### src/rtl/regfile_wb_arbiter.sv
// regfile_wb_arbiter: writeback arbiter and sole driver of the register-file
// write port (load/dest/in).
//   Sources  : in-order pipeline commits (pipe_*, cannot stall) and a
//              long-latency unit (ll_*, valid/ready) buffered in a DEPTH FIFO.
//   Priority : pipe_valid always wins. The FIFO head drains only when
//              pipe_valid=0.
//   Hazards  : pending_mask flags every destination that is queued or sitting
//              in the output register.
//   Fairness : stall_req pulses for one cycle after the head has waited
//              STARVE_LIMIT cycles. The pipeline must then idle, so the head
//              drains.
//   x0       : writes to x0 are swallowed. A pipe commit to x0 gives load=0,
//              and a long-latency result to x0 is handshaken but never queued.
// Ports: clk, rst_n (async active-low); pipe_valid/pipe_rd/pipe_data;
//        ll_valid/ll_ready/ll_rd/ll_data; stall_req; pending_mask[31:0];
//        load/dest[4:0]/in[31:0] (registered regfile write port).
// Optional macro WB_BYPASS_EN: when the FIFO is empty and the pipe is idle,
//        an accepted long-latency result goes straight to the output register.
module regfile_wb_arbiter #(
    parameter int DEPTH        = 4,
    parameter int STARVE_LIMIT = 8
) (
    input  logic        clk,
    input  logic        rst_n,
    input  logic        pipe_valid,
    input  logic [4:0]  pipe_rd,
    input  logic [31:0] pipe_data,
    input  logic        ll_valid,
    output logic        ll_ready,
    input  logic [4:0]  ll_rd,
    input  logic [31:0] ll_data,
    output logic        stall_req,
    output logic [31:0] pending_mask,
    output logic        load,
    output logic [4:0]  dest,
    output logic [31:0] in
);
    localparam int PW = $clog2(DEPTH);
    localparam int CW = $clog2(STARVE_LIMIT);

    logic [4:0]    rd_mem_q   [DEPTH];
    logic [31:0]   data_mem_q [DEPTH];
    logic [PW-1:0] wr_ptr_q, wr_ptr_d, rd_ptr_q, rd_ptr_d;
    logic [PW:0]   count_q, count_d;
    logic [CW-1:0] starve_q, starve_d;
    logic          stall_q, stall_d;
    logic          load_q, load_d;
    logic [4:0]    dest_q, dest_d;
    logic [31:0]   in_q, in_d;

    logic          fifo_empty, accept, drain, bypass, push, waiting;
    logic [PW-1:0] off;
    logic [31:0]   mask;

    always_comb begin
        fifo_empty = (count_q == '0);
        ll_ready   = (count_q < (PW+1)'(DEPTH));
        accept     = ll_valid && ll_ready;
        drain      = !pipe_valid && !fifo_empty;
`ifdef WB_BYPASS_EN
        bypass     = accept && (ll_rd != 5'd0) && fifo_empty && !pipe_valid;
`else
        bypass     = 1'b0;
`endif
        // An x0 result completes its handshake but is dropped here.
        push       = accept && (ll_rd != 5'd0) && !bypass;
        waiting    = !fifo_empty && !drain;
    end

    // The output register takes the pipe first, then the FIFO head, then the
    // bypass path. dest/in hold their value on idle cycles.
    always_comb begin
        load_d = 1'b0;
        dest_d = dest_q;
        in_d   = in_q;
        if (pipe_valid) begin
            load_d = (pipe_rd != 5'd0);
            dest_d = pipe_rd;
            in_d   = pipe_data;
        end else if (drain) begin
            load_d = 1'b1;
            dest_d = rd_mem_q[rd_ptr_q];
            in_d   = data_mem_q[rd_ptr_q];
        end else if (bypass) begin
            load_d = 1'b1;
            dest_d = ll_rd;
            in_d   = ll_data;
        end
    end

    always_comb begin
        wr_ptr_d = push  ? wr_ptr_q + PW'(1) : wr_ptr_q;
        rd_ptr_d = drain ? rd_ptr_q + PW'(1) : rd_ptr_q;
        count_d  = count_q;
        if (push && !drain)
            count_d = count_q + (PW+1)'(1);
        else if (!push && drain)
            count_d = count_q - (PW+1)'(1);
    end

    // The counter saturates at STARVE_LIMIT-1. stall_req therefore keeps
    // firing until the head actually drains, and never fires in a drain cycle.
    always_comb begin
        starve_d = '0;
        if (waiting)
            starve_d = (starve_q == CW'(STARVE_LIMIT-1)) ? starve_q : starve_q + CW'(1);
        stall_d = waiting && (starve_q == CW'(STARVE_LIMIT-1));
    end

    // Slot i is live when its distance from the head (mod DEPTH) is below count.
    always_comb begin
        mask = '0;
        off  = '0;
        for (int i = 0; i < DEPTH; i++) begin
            off = PW'(i) - rd_ptr_q;
            if ({1'b0, off} < count_q)
                mask = mask | (32'd1 << rd_mem_q[i]);
        end
        if (load_q)
            mask = mask | (32'd1 << dest_q);
        mask[0] = 1'b0;
        pending_mask = mask;
    end

    always_ff @(posedge clk or negedge rst_n) begin
        if (!rst_n) begin
            wr_ptr_q <= '0;
            rd_ptr_q <= '0;
            count_q  <= '0;
            starve_q <= '0;
            stall_q  <= 1'b0;
            load_q   <= 1'b0;
            dest_q   <= '0;
            in_q     <= '0;
        end else begin
            wr_ptr_q <= wr_ptr_d;
            rd_ptr_q <= rd_ptr_d;
            count_q  <= count_d;
            starve_q <= starve_d;
            stall_q  <= stall_d;
            load_q   <= load_d;
            dest_q   <= dest_d;
            in_q     <= in_d;
        end
    end

    // The storage needs no reset. Validity comes from the pointers and count.
    always_ff @(posedge clk) begin
        if (push) begin
            rd_mem_q[wr_ptr_q]   <= ll_rd;
            data_mem_q[wr_ptr_q] <= ll_data;
        end
    end

    assign stall_req = stall_q;
    assign load      = load_q;
    assign dest      = dest_q;
    assign in        = in_q;
endmodule

### config.mk
export PLATFORM = sky130hd
export DESIGN_NAME = regfile_wb_arbiter
export DESIGN_NICKNAME = d
export VERILOG_FILES = /design/src/rtl/regfile_wb_arbiter.sv
export SDC_FILE = /design/constraint.sdc
export NUM_CORES = 1
export LEC_CHECK = 0
export CORE_MARGIN = 8
export CORE_UTILIZATION = 40
export CTS_BUF_LIST = sky130_fd_sc_hd__clkbuf_8
export DETAILED_ROUTE_END_ITERATION = 8
export DONT_BUFFER_PORTS = 1
export RECOVER_POWER = 100
export SLEW_MARGIN = 40
export SYNTH_ARGS = -nofsm -noshare
export SYNTH_HDL_FRONTEND = slang
export SYNTH_SLANG_ARGS = --single-unit
### constraint.sdc
create_clock -name clk -period 2.58 [get_ports clk]
set_input_delay 0.258 -clock clk [delete_from_list [all_inputs] [get_ports clk]]
set_output_delay 0.258 -clock clk [all_outputs]
set_load 0.01 [all_outputs]
== After elaboration in Yosys (flattened, before gate mapping) ==
Memories as Yosys holds them, arrays and structs flattened.
Index checks and enable logic that the tools add are counted.

* Add/subtract/negate cells: 9
* $mul: 0
* Div/mod/pow operators: 0
* Magnitude comparators: 5
* Equality and inequality tests: 2
* Shift-type cells: 5
* Mux-type cells: 17
* Bitwise operators: 4
* Reductions and logical operators: 16

{| class="wikitable"
|+ Operator list
! operator !! count
|-
| 32-bit two-way mux || 7
|-
| 1-bit by 5-bit << shifter with 32-bit output, first input constant || 5
|-
| 32-bit OR || 4
|-
| 2-bit by 3-bit less-than comparator with 1-bit output || 4
|-
| 3-bit two-way mux || 4
|-
| 5-bit two-way mux || 2
|-
| 5-bit nonzero test || 2
|-
| 1-bit logical AND || 7
|-
| 3-bit by 1-bit adder with 3-bit output, second input constant || 2
|-
| 2-bit by 1-bit adder with 2-bit output, second input constant || 2
|-
| 1-bit zero test || 4
|-
| 1-bit two-way mux || 4
|-
| 2-bit nonzero test || 2
|-
| 1-bit by 2-bit subtractor with 2-bit output, first input constant || 2
|-
| 2-bit subtractor, first input constant || 2
|-
| 3-bit equality test, second input constant || 1
|-
| 3-bit zero test || 1
|-
| 3-bit less-than comparator, second input constant || 1
|-
| 3-bit by 1-bit subtractor with 3-bit output, second input constant || 1
|-
| 2-bit != test, second input constant || 1
|}

* Register bits: 49
* Bits in latches: 0
* Bits in writable memories: 148
* Memory bits (read-only): 0
* Input port bits: 78
* Output and inout bits: 72
* Word-level logic and storage cells: 68
* Memories kept: 2

{| class="wikitable"
|+ Memories
! name !! depth !! bits a word !! read ports !! clocked after memory_dff !! wr ports !! RTL line !! text
|-
| data_mem_q || 4 || 32 || 1 || 0 || 1 || 42 || <nowiki>logic [31:0] data_mem_q [DEPTH];</nowiki>
|-
| rd_mem_q || 4 || 5 || 5 || 0 || 1 || 41 || <nowiki>logic [4:0] rd_mem_q [DEPTH];</nowiki>
|}

== Depth between registers and ports, before layout ==
Gate-level depths: netlist of the first run.

* Word-level depth: 11
* Depth in mapped cells: 10
* Gate-level depth less buffers: 9

== Least setup slack after synthesis of the first run ==
Ideal clock, no wire load.

* Path kind: reg2out
* Start: register rd_ptr_q[1]
* End: output port pending_mask[15]
* Arrival time: 2.189 ns
* Data required time: 2.322 ns
* Path slack: 0.133 ns
* Stages on the path, launching flop included: 10
* Path buffers: 2
* Cells stage by stage: dfrtp_1 buf_1 xor2_1 inv_1 ha_1 nor2b_1 a211oi_4 buf_4 a22oi_1 nand3_1

* Cells in the longest elaborated chain, start to end: 11
* Elaborated cells on any way between the ends: 17
* Those cells by class: 4 x add/sub; 4 x order compare; 5 x mux; 4 x bitwise

{| class="wikitable"
|+ RTL lines
! what !! RTL line !! text
|-
| from (decl) || 43 || <nowiki>logic [PW-1:0] wr_ptr_q, wr_ptr_d, rd_ptr_q, rd_ptr_d;</nowiki>
|-
| from (signal assigned) || 137 || <nowiki>rd_ptr_q <= rd_ptr_d;</nowiki>
|-
| 1-bit by 2-bit subtractor with 2-bit output || 115 || <nowiki>off = PW'(i) - rd_ptr_q;</nowiki>
|-
| 2-bit by 3-bit less-than comparator with 1-bit output || 116 || <nowiki>if ({1'b0, off} < count_q)</nowiki>
|-
| 32-bit two-way mux || 116 ||
|-
| 32-bit OR || 117 || <nowiki>mask = mask | (32'd1 << rd_mem_q[i]);</nowiki>
|-
| 32-bit two-way mux || 116 ||
|-
| 32-bit OR || 117 ||
|-
| 32-bit two-way mux || 116 ||
|-
| 32-bit OR || 117 ||
|-
| 32-bit two-way mux * || 116 ||
|-
| 32-bit OR || 120 || <nowiki>mask = mask | (32'd1 << dest_q);</nowiki>
|-
| 32-bit two-way mux * || 119 || <nowiki>if (load_q)</nowiki>
|-
| to (decl) || 33 || <nowiki>output logic [31:0] pending_mask,</nowiki>
|}

Every way passes the cells marked *; elsewhere a longest branch is shown, timed or not.

== Worst setup path after layout of the first run ==
* Start: register rd_ptr_q[0]
* End: output port pending_mask[11]

The elaborated chain is that of the path after synthesis.

==> impl_metrics.env, run 1 <==
export IMPL_drc_errors=0
export IMPL_crit_path_end_kind="output port"
export IMPL_drive_gt1_share_pct=21.8
export IMPL_fin_skew_ns=0.0171
export IMPL_path_buf_inv=1
export IMPL_p_per_area_nw_per_um2=988
export IMPL_vias_per_cell=5.77
export IMPL_cp_max_fo=8
export IMPL_antennaDiodeCount=0
export IMPL_initialDrtViolationCount=363
export IMPL_initial_core_util_pct=40.9
export IMPL_status="finished, violations left"
export IMPL_layout_setup_ws_ns=-0.0501
export IMPL_dr_pass1_iters=5
export IMPL_dieWidth_microns=168
export IMPL_grt_remaining_overflow=0
export IMPL_setup_viol_count_final=9
export IMPL_antenna_found_initial=0
export IMPL_yosysMostFrequentCell="edfxtp_1"
export IMPL_cp_arrival_ns=2.37
export IMPL_synth_edff_count=148
export IMPL_r2r_cells=4
export IMPL_hold_viol_final=0
export IMPL_gp_congestion=0.939
export IMPL_fmax_mhz=380
export IMPL_io_pins=150
export IMPL_clockBufferDepth=2
export IMPL_synth_seq_cells=197
export IMPL_synthTopCellsByArea="edfxtp_1 (48%), dfrtp_1 (13%), mux4_2 (9.0%)"
export IMPL_dp_hpwl_microns=17700
export IMPL_maxCapViolCount=0
export IMPL_grt_pass1_wl_microns=41000
export IMPL_fin_crit_ns=2.63
export IMPL_cp_cell_sequence="xor2_2 -> ha_1 -> and2b_2 -> a211oi_4 -> buf_6 -> a32oi_2 -> nand3_2"
export IMPL_synth_cells=708
export IMPL_p_leak_nw=4.30
export IMPL_rsz0062_at_grt="yes"
export IMPL_antenna_left=0
export IMPL_synth_ff_type="edfxtp_1"
export IMPL_numClockSinks=197
export IMPL_num_rows=55
export IMPL_yosys_warnings=0
export IMPL_criticalPathCategory="reg -> out"
export IMPL_r2r_slack_ns=0.11
export IMPL_wl_per_cell_microns=24.5
export IMPL_syn2layout_area_growth_pct=22.3
export IMPL_violations="negative setup slack"
export IMPL_slowest_delay_ns=0.43
export IMPL_ir_drop_mv=0.562
export IMPL_numPortBuffers=0
export IMPL_timing_final_crit_share_pct=102
export IMPL_p_total_mw=11.2
export IMPL_worst_path_max_delay_cell="dfrtp_2"
export IMPL_drt_total_wl_microns=26900
export IMPL_num_vias=6340
export IMPL_hold_path_class="in -> reg"
export IMPL_path_depth=7
export IMPL_clkLatencyLatePin_ns=0.45
export IMPL_synth_top_area_cell="edfxtp_1"
export IMPL_hold_ws_ns=0.174
export IMPL_worstSetupStartpointType="flip-flop"
export IMPL_crit_family="compound AO/OA/AOI/OAI gates"
export IMPL_hold_path_depth=3
export IMPL_seq_area_frac_synth_pct=61.1
export IMPL_final_max_slew_viol_count=0
export IMPL_worstMarginPinSlew_ns=1.43
export IMPL_cts_tree="yes"
export IMPL_cp_data_required_time_ns=2.32
export IMPL_grt_pass1_vias=7004
export IMPL_slew_headroom_pct=4.73
export IMPL_design_die_area_sq_um=28400
export IMPL_dieHeight_microns=168
export IMPL_ys_async_sr_fraction_pct=24.9
export IMPL_avgSynthCellArea_sq_um=13.1
export IMPL_nets=890
export IMPL_synth_area_sq_um=9290
export IMPL_fill_cells=1949
export IMPL_yosys_area_top_type_share_pct=47.9
export IMPL_htree_levels=4
export IMPL_cts_inserted_buffers=17
export IMPL_cts_root_buffer="clkbuf_8"
export IMPL_core_area_sq_um=22700
export IMPL_grt_start_max_net_pins=80
export IMPL_grt_total_usage_pct=19.0
export IMPL_yosys_top_cells_count="edfxtp_1 (148), nand2_1 (81), nor2_1 (65)"
export IMPL_syn_nets=798
export IMPL_clk_pin_slew_ns=0.11
export IMPL_synth_distinct_cells=40
per-layer routing:
| layer | global-route usage [%] | wire (microns) |
|---|---|---|
| met1 | 22.3 | 10600 |
| met2 | 32.7 | 13600 |
| met3 | 4.47 | 1810 |
| met4 | 8.46 | 921 |
| met5 | 0 | 0 |
worst paths after layout:
kind	start	end
max	rd_ptr_q[0]	pending_mask[11]
min	pipe_valid	in[5]
max reg2reg	count_q[2]	data_mem_q[1][6]
min reg2reg	starve_q[1]	starve_q[1]
max in group asynchronous	rst_n	rd_ptr_q[1]
min in group asynchronous	rst_n	stall_req
layout by cell type, fill, tap and decap left out, types with 9 or more instances in the layout:
cell	synthesis	layout
a21oi_1	27	18
mux2i_1	39	39
nor2_1	65	65
a22oi_2	0	10
a22oi_1	31	21
buf_6	1	9
nand2_1	81	80
buf_4	5	10
nand2b_1	16	16
mux4_2	37	37
o21ai_0	38	38
inv_1	13	12
clkbuf_8	0	17
nand3_2	0	28
nor3_1	28	28
ha_1	11	9
edfxtp_1	148	148
dlygate4sd3_1	0	77
dfrtp_1	49	47
flip-flops by register name, indices dropped and copies added (netlist names):
register and flops:
count_q 3, data_mem_q 128, starve_q 3, dest 5, rd_ptr_q 2, rd_mem_q 20, stall_req 1, in 32
wr_ptr_q 2, load 1
report_power, final:
group | internal (mW) | leakage [nW] | switching (mW)
combinational | 2.04 | 2.17 | 2.68
clock | 0.810 | 0.200 | 1.13
sequential | 4.03 | 1.93 | 0.528
total | 6.88 | 4.30 | 4.34
tightest hold or removal path, delay by kind of cell:
kind	cells	cell delay, ns
buf+inv	1	0.17
compound gates	1	0.06
simple gates	1	0.08
cell families (layout without fill, tap and decap cells):
| kind of cell | after synthesis | count (layout) | synth area share, % |
|---|---|---|---|
| buffers and inverters | 49 | 154 | 2.41 |
| AOI/OAI and AO/OA | 109 | 109 | 7.93 |
| other | 1 | 1 | 0.0404 |
| adders and majority gates | 12 | 12 | 1.70 |
| DFF | 197 | 197 | 61.1 |
| muxes | 77 | 77 | 13.3 |
| xor gates and xnor gates | 8 | 8 | 0.754 |
| and+or+nand+nor | 255 | 255 | 12.8 |
what timing repair did:
item                                    in CTS  in global routing
hold buffers                                79                  0
resized for setup                           50                 29
buffers inserted                             6                  2
endpoints found under the setup margin      31                 31
endpoints found under the hold margin      240                  0
pin swaps                                   32                 15
cloned                                       2                  1
layout make-up:
type / instances / area, sq um / area share (%)
sequential: 197 / 5670 / 50.0
multi-input combinational: 462 / 3750 / 33.0
timing repair buffer: 109 / 1130 / 9.94
tap: 285 / 357 / 3.14
clock buffer: 17 / 234 / 2.06
clock inverter: 15 / 166 / 1.47
inverter: 13 / 48.8 / 0.430
per-stage QoR:
step           setup WS [ns]  area (sq um)  TNS, ns  instances  utilization [%]
2_1_floorplan          0.133          9290        0        708                -
3_3_place_gp           0.125          9690        0        977             42.7
3_5_place_dp           0.221          9700        0        977             42.7
4_1_cts              -0.0725         11200   -0.629       1096             49.5
5_1_grt               -0.114         11400    -4.44       1098             50.0
6_report             -0.0501         11400   -0.190       1098             50.0
(Power assumes the default switching activity.)
==> run 2: changes to the inputs <==
Settings changed: CTS_BUF_LIST sky130_fd_sc_hd__clkbuf_8 to unset.
==> impl_metrics.env, run 2 (synthesis gave the netlist of run 1 again) <==
export IMPL_status="finished, violations left"
export IMPL_violations="negative setup slack"
export IMPL_r2r_start="count_q[2]"
export IMPL_dieWidth_microns=168
export IMPL_clkLatencyLatePin_ns=0.42
export IMPL_core_area_sq_um=22700
export IMPL_hold_path_class="in -> reg"
export IMPL_num_rows=55
export IMPL_gp_congestion=0.939
export IMPL_cp_max_fo=8
export IMPL_path_buf_inv=1
export IMPL_r2r_slack_ns=0.13
export IMPL_initial_core_util_pct=40.9
export IMPL_worstMarginPinSlew_ns=1.40
export IMPL_drive_gt1_share_pct=19.4
export IMPL_ir_drop_mv=0.590
export IMPL_cp_arrival_ns=2.34
export IMPL_p_total_mw=11.7
export IMPL_hold_viol_final=0
export IMPL_grt_start_max_net_pins=79
export IMPL_r2r_end="data_mem_q[1][6]"
export IMPL_top_register="data_mem_q"
export IMPL_fill_cells=1927
export IMPL_fin_util_pct=50.2
export IMPL_design_die_area_sq_um=28400
export IMPL_grt_total_usage_pct=18.7
export IMPL_syn2layout_area_growth_pct=22.8
export IMPL_criticalPathCategory="reg -> out"
export IMPL_dp_hpwl_microns=17700
export IMPL_cts_root_buffer="clkbuf_16"
export IMPL_r2r_cells=4
export IMPL_maxCapViolCount=0
export IMPL_clockBufferDepth=2
export IMPL_antenna_found_initial=1
export IMPL_vias_per_cell=5.74
export IMPL_final_cell_mix="edfxtp_1 (148), nand2_1 (81), dlygate4sd3_1 (75), nor2_1 (65), dfrtp_1 (47)"
export IMPL_grt_pass1_vias=6900
export IMPL_crit_path_end_kind="output port"
export IMPL_hold_path_depth=2
export IMPL_p_per_area_nw_per_um2=1030
export IMPL_cp_cell_sequence="xor2_2 -> ha_1 -> and2b_2 -> a211oi_4 -> buf_6 -> a32oi_2 -> nand3_2"
export IMPL_grt_pass1_wl_microns=40400
export IMPL_drc_errors=0
export IMPL_numClockSinks=197
export IMPL_hold_end="load"
export IMPL_htree_levels=4
export IMPL_crit_family="compound AO/OA/AOI/OAI gates"
export IMPL_final_max_slew_viol_count=0
export IMPL_nets=886
export IMPL_cts_inserted_buffers=17
export IMPL_cp_data_required_time_ns=2.32
export IMPL_dr_pass1_iters=6
export IMPL_io_pins=150
export IMPL_min_from="pipe_rd[2]"
export IMPL_cts_tree="yes"
export IMPL_wl_per_cell_microns=24.0
export IMPL_slew_headroom_pct=6.98
export IMPL_fin_crit_ns=2.60
export IMPL_num_vias=6289
export IMPL_slowest_delay_ns=0.43
export IMPL_dieHeight_microns=168
export IMPL_worstSetupStartpointType="flip-flop"
export IMPL_rsz0062_at_grt="yes"
export IMPL_layout_setup_ws_ns=-0.0229
export IMPL_p_leak_nw=4.33
export IMPL_initialDrtViolationCount=477
export IMPL_fmax_mhz=384
export IMPL_grt_remaining_overflow=0
export IMPL_clk_pin_slew_ns=0.07
export IMPL_setup_viol_count_final=4
export IMPL_largest_reg_flops=128
export IMPL_finalSetupTns_ns=-0.0561
export IMPL_worst_path_max_delay_cell="dfrtp_2"
export IMPL_numPortBuffers=0
export IMPL_timing_final_crit_share_pct=101
export IMPL_antenna_left=0
export IMPL_fin_skew_ns=0.0117
export IMPL_drt_total_wl_microns=26300
export IMPL_final_common_cell="edfxtp_1"
==> run 2: changes by cell type in the layout (fill, tap and decap cells not counted), sizes merged <==
cell         delta
dlygate4sd3     -2
diode           +2
clkbuf          -2
==> run 2: metal layers <==
metal,wire length [microns],share of wire [%],GRT usage (%)
met3,1830,7.0,4.65
met4,642,2.4,7.88
met5,0,0,0
met2,13100,50,31.9
met1,10700,41,22.2
==> run 2: how the worst max path moves through the flow <==
stage	start	to	slack [ns]	cells after the start
after floorplan	rd_ptr_q[1]	pending_mask[15]	0.13	9
after global placement	rd_ptr_q[1]	pending_mask[10]	0.13	7
after detailed placement	rd_ptr_q[1]	pending_mask[18]	0.22	8
after CTS	rd_ptr_q[0]	pending_mask[30]	-0.03	7
after global routing	rd_ptr_q[1]	pending_mask[7]	-0.07	7
final	rd_ptr_q[1]	pending_mask[11]	-0.02	7
==> run 2: power breakdown <==
part | total, mW | switching, mW | internal [mW]
logic | 4.55 | 2.57 | 1.98
clock network | 2.59 | 1.21 | 1.38
registers | 4.57 | 0.528 | 4.04
total | 11.7 | 4.31 | 7.40
==> run 2: layout make-up <==
cell class / instances / area [sq um] / area share (%)
clock buffer: 17 / 425 / 3.73
multi-input combinational: 462 / 3640 / 31.9
inverter: 13 / 48.8 / 0.428
tap: 285 / 357 / 3.13
sequential: 197 / 5670 / 49.8
timing repair buffer: 105 / 1090 / 9.57
antenna: 2 / 5.00 / 0.0439
clock inverter: 15 / 166 / 1.46
==> run 2: per-stage QoR <==
stage                     instance area [sq um]  hold WS (ns)  worst slack, ns  cells
after floorplan                            9290       -0.0376            0.133    708
after global placement                     9690       -0.0359            0.125    977
after detailed placement                   9700       -0.0362            0.221    977
after CTS                                 11300        0.0129          -0.0280   1091
after global routing                      11400        0.0215          -0.0696   1096
final                                     11400        0.0383          -0.0229   1096
==> run 2: repair_timing <==
item,CTS,global route
setup endpoints to repair,31,31
buffers inserted,4,3
hold endpoints to repair,239,0
gates resized for setup,24,28
hold buffers,77,0
pin swaps,17,13
gates cloned,1,0
==> run 3: changes to the inputs <==
==> constraint.sdc (replaced) <==
create_clock -name clk -period 2.58 [get_ports clk]
set_input_delay 0.258 -clock clk [delete_from_list [all_inputs] [get_ports clk]]
set_output_delay 0.258 -clock clk [all_outputs]
set_load 0.05 [all_outputs]
==> impl_metrics.env, run 3 (synthesis gave the netlist of run 1 again) <==
export IMPL_ir_drop_mv=0.602
export IMPL_gp_congestion=0.902
export IMPL_final_common_cell="edfxtp_1"
export IMPL_cts_root_buffer="clkbuf_16"
export IMPL_antennaDiodeCount=0
export IMPL_maxCapViolCount=1
export IMPL_crit_path_end_kind="output port"
export IMPL_min_from="pipe_rd[2]"
export IMPL_grt_start_max_net_pins=77
export IMPL_worstMarginPinSlew_ns=1.53
export IMPL_grt_remaining_overflow=0
export IMPL_placed_area_sq_um=10200
export IMPL_hold_end="load"
export IMPL_hold_path_depth=2
export IMPL_drive_gt1_share_pct=24.3
export IMPL_dieWidth_microns=168
export IMPL_drt_total_wl_microns=26700
export IMPL_dr_pass1_iters=5
export IMPL_layout_setup_ws_ns=-0.228
export IMPL_cts_tree="yes"
export IMPL_io_pins=150
export IMPL_fin_crit_ns=2.81
export IMPL_fin_util_pct=52.8
export IMPL_num_rows=55
export IMPL_wl_per_cell_microns=23.9
export IMPL_dieHeight_microns=168
export IMPL_numPortBuffers=0
export IMPL_grt_pass1_wl_microns=41000
export IMPL_fill_cells=1883
export IMPL_antenna_left=0
export IMPL_drc_errors=0
export IMPL_largest_reg_flops=128
export IMPL_antenna_found_initial=1
export IMPL_initial_core_util_pct=40.9
export IMPL_vias_per_cell=5.78
export IMPL_grt_pass1_vias=6936
export IMPL_setup_viol_count_final=34
export IMPL_core_area_sq_um=22700
export IMPL_hold_viol_final=0
export IMPL_fin_area_sq_um=12000
export IMPL_cp_arrival_ns=2.55
export IMPL_p_leak_nw=4.60
export IMPL_final_max_slew_viol_count=41
export IMPL_r2r_cells=4
export IMPL_p_per_area_nw_per_um2=1120
export IMPL_r2r_slack_ns=-0.05
export IMPL_place_ws_ns=0.0448
export IMPL_r2r_end="dest[3]"
export IMPL_clkLatencyLatePin_ns=0.43
export IMPL_fmax_mhz=356
export IMPL_slew_headroom_pct=-1.87
export IMPL_top_register="data_mem_q"
export IMPL_violations="max-capacitance violations, max-slew violations, negative setup slack"
export IMPL_cts_inserted_buffers=17
export IMPL_syn2layout_area_growth_pct=29.1
export IMPL_rsz0062_at_grt="yes"
export IMPL_hold_path_class="in -> reg"
export IMPL_cp_data_required_time_ns=2.32
export IMPL_numClockSinks=197
export IMPL_cp_max_fo=8
export IMPL_design_die_area_sq_um=28400
export IMPL_criticalPathCategory="reg -> out"
export IMPL_finalSetupTns_ns=-4.31
export IMPL_nets=909
export IMPL_num_vias=6461
export IMPL_initialDrtViolationCount=448
export IMPL_worstSetupStartpointType="flip-flop"
export IMPL_status="finished, violations left"
export IMPL_clockBufferDepth=2
export IMPL_fin_skew_ns=0.0231
export IMPL_htree_levels=4
export IMPL_dp_hpwl_microns=17300
export IMPL_clk_pin_slew_ns=0.08
export IMPL_final_cell_mix="edfxtp_1 (148), dlygate4sd3_1 (75), nand2_1 (72), nor2_1 (65), dfrtp_1 (47)"
export IMPL_timing_final_crit_share_pct=109
export IMPL_grt_total_usage_pct=19.0
export IMPL_r2r_start="count_q[2]"
run 3: timing repair:
item / in CTS / in global routing
gates cloned: 3 / 0
endpoints found under the hold margin: 236 / 0
endpoints found under the setup margin: 31 / 32
buffers inserted: 7 / 0
hold buffers: 77 / 0
gates resized for setup: 49 / 18
pin swaps: 28 / 12
run 3: per-stage QoR:
stage               hold slack, ns  total power [mW]  instances
global placement           -0.0357              10.1       1000
global route                0.0360              14.0       1117
CTS                        0.00979              13.5       1119
floorplan                  -0.0376              8.52        708
finish                      0.0303              13.5       1117
detailed placement         -0.0359              10.2       1000
run 3: worst max path at each step:
stage               slack [ns]        start  depth (start not counted)                to
floorplan                 0.01  rd_ptr_q[0]                          9  pending_mask[26]
global placement         -0.06  rd_ptr_q[1]                          7  pending_mask[16]
detailed placement        0.04  rd_ptr_q[1]                          9  pending_mask[10]
CTS                      -0.20  rd_ptr_q[1]                          9   pending_mask[2]
global route             -0.28  rd_ptr_q[1]                          9  pending_mask[18]
finish                   -0.23  rd_ptr_q[1]                          9  pending_mask[18]
run 3: cell type report:
cell class / instances / area (sq um) / share of cell area, %
Timing Repair Buffer: 128 / 1480 / 12.3
Sequential cell: 197 / 5670 / 47.3
Multi-Input combinational cell: 462 / 3800 / 31.7
Clock buffer: 17 / 425 / 3.55
Clock inverter: 15 / 208 / 1.73
Inverter: 13 / 48.8 / 0.407
Tap cell: 285 / 357 / 2.97
run 3: layer usage:
metal | GRT usage (%) | wire, microns | vias to the layer above
met5 | 0 | 13 | -
met4 | 7.84 | 836 | 2
met3 | 6.06 | 2220 | 57
met2 | 31.5 | 12900 | 286
met1 | 22.5 | 10600 | 3242
li1 | - | - | 2874
run 3: report_power, final:
| group | internal (mW) | leakage (nW) | switching, mW |
|---|---|---|---|
| Combinational | 2.35 | 2.37 | 3.32 |
| Clock | 1.41 | 0.298 | 1.29 |
| Sequential | 4.03 | 1.93 | 1.06 |
| Total | 7.79 | 4.60 | 5.67 |
run 3: worst max-delay path, cell delays in order (launching register included):
cell and delay, ns:
dfrtp_2 0.42, buf_6 0.12, xor2_2 0.14, ha_1 0.27
and2b_2 0.24, a211oi_4 0.31, buf_6 0.21, a22oi_1 0.08
nand3_1 0.15, buf_12 0.15
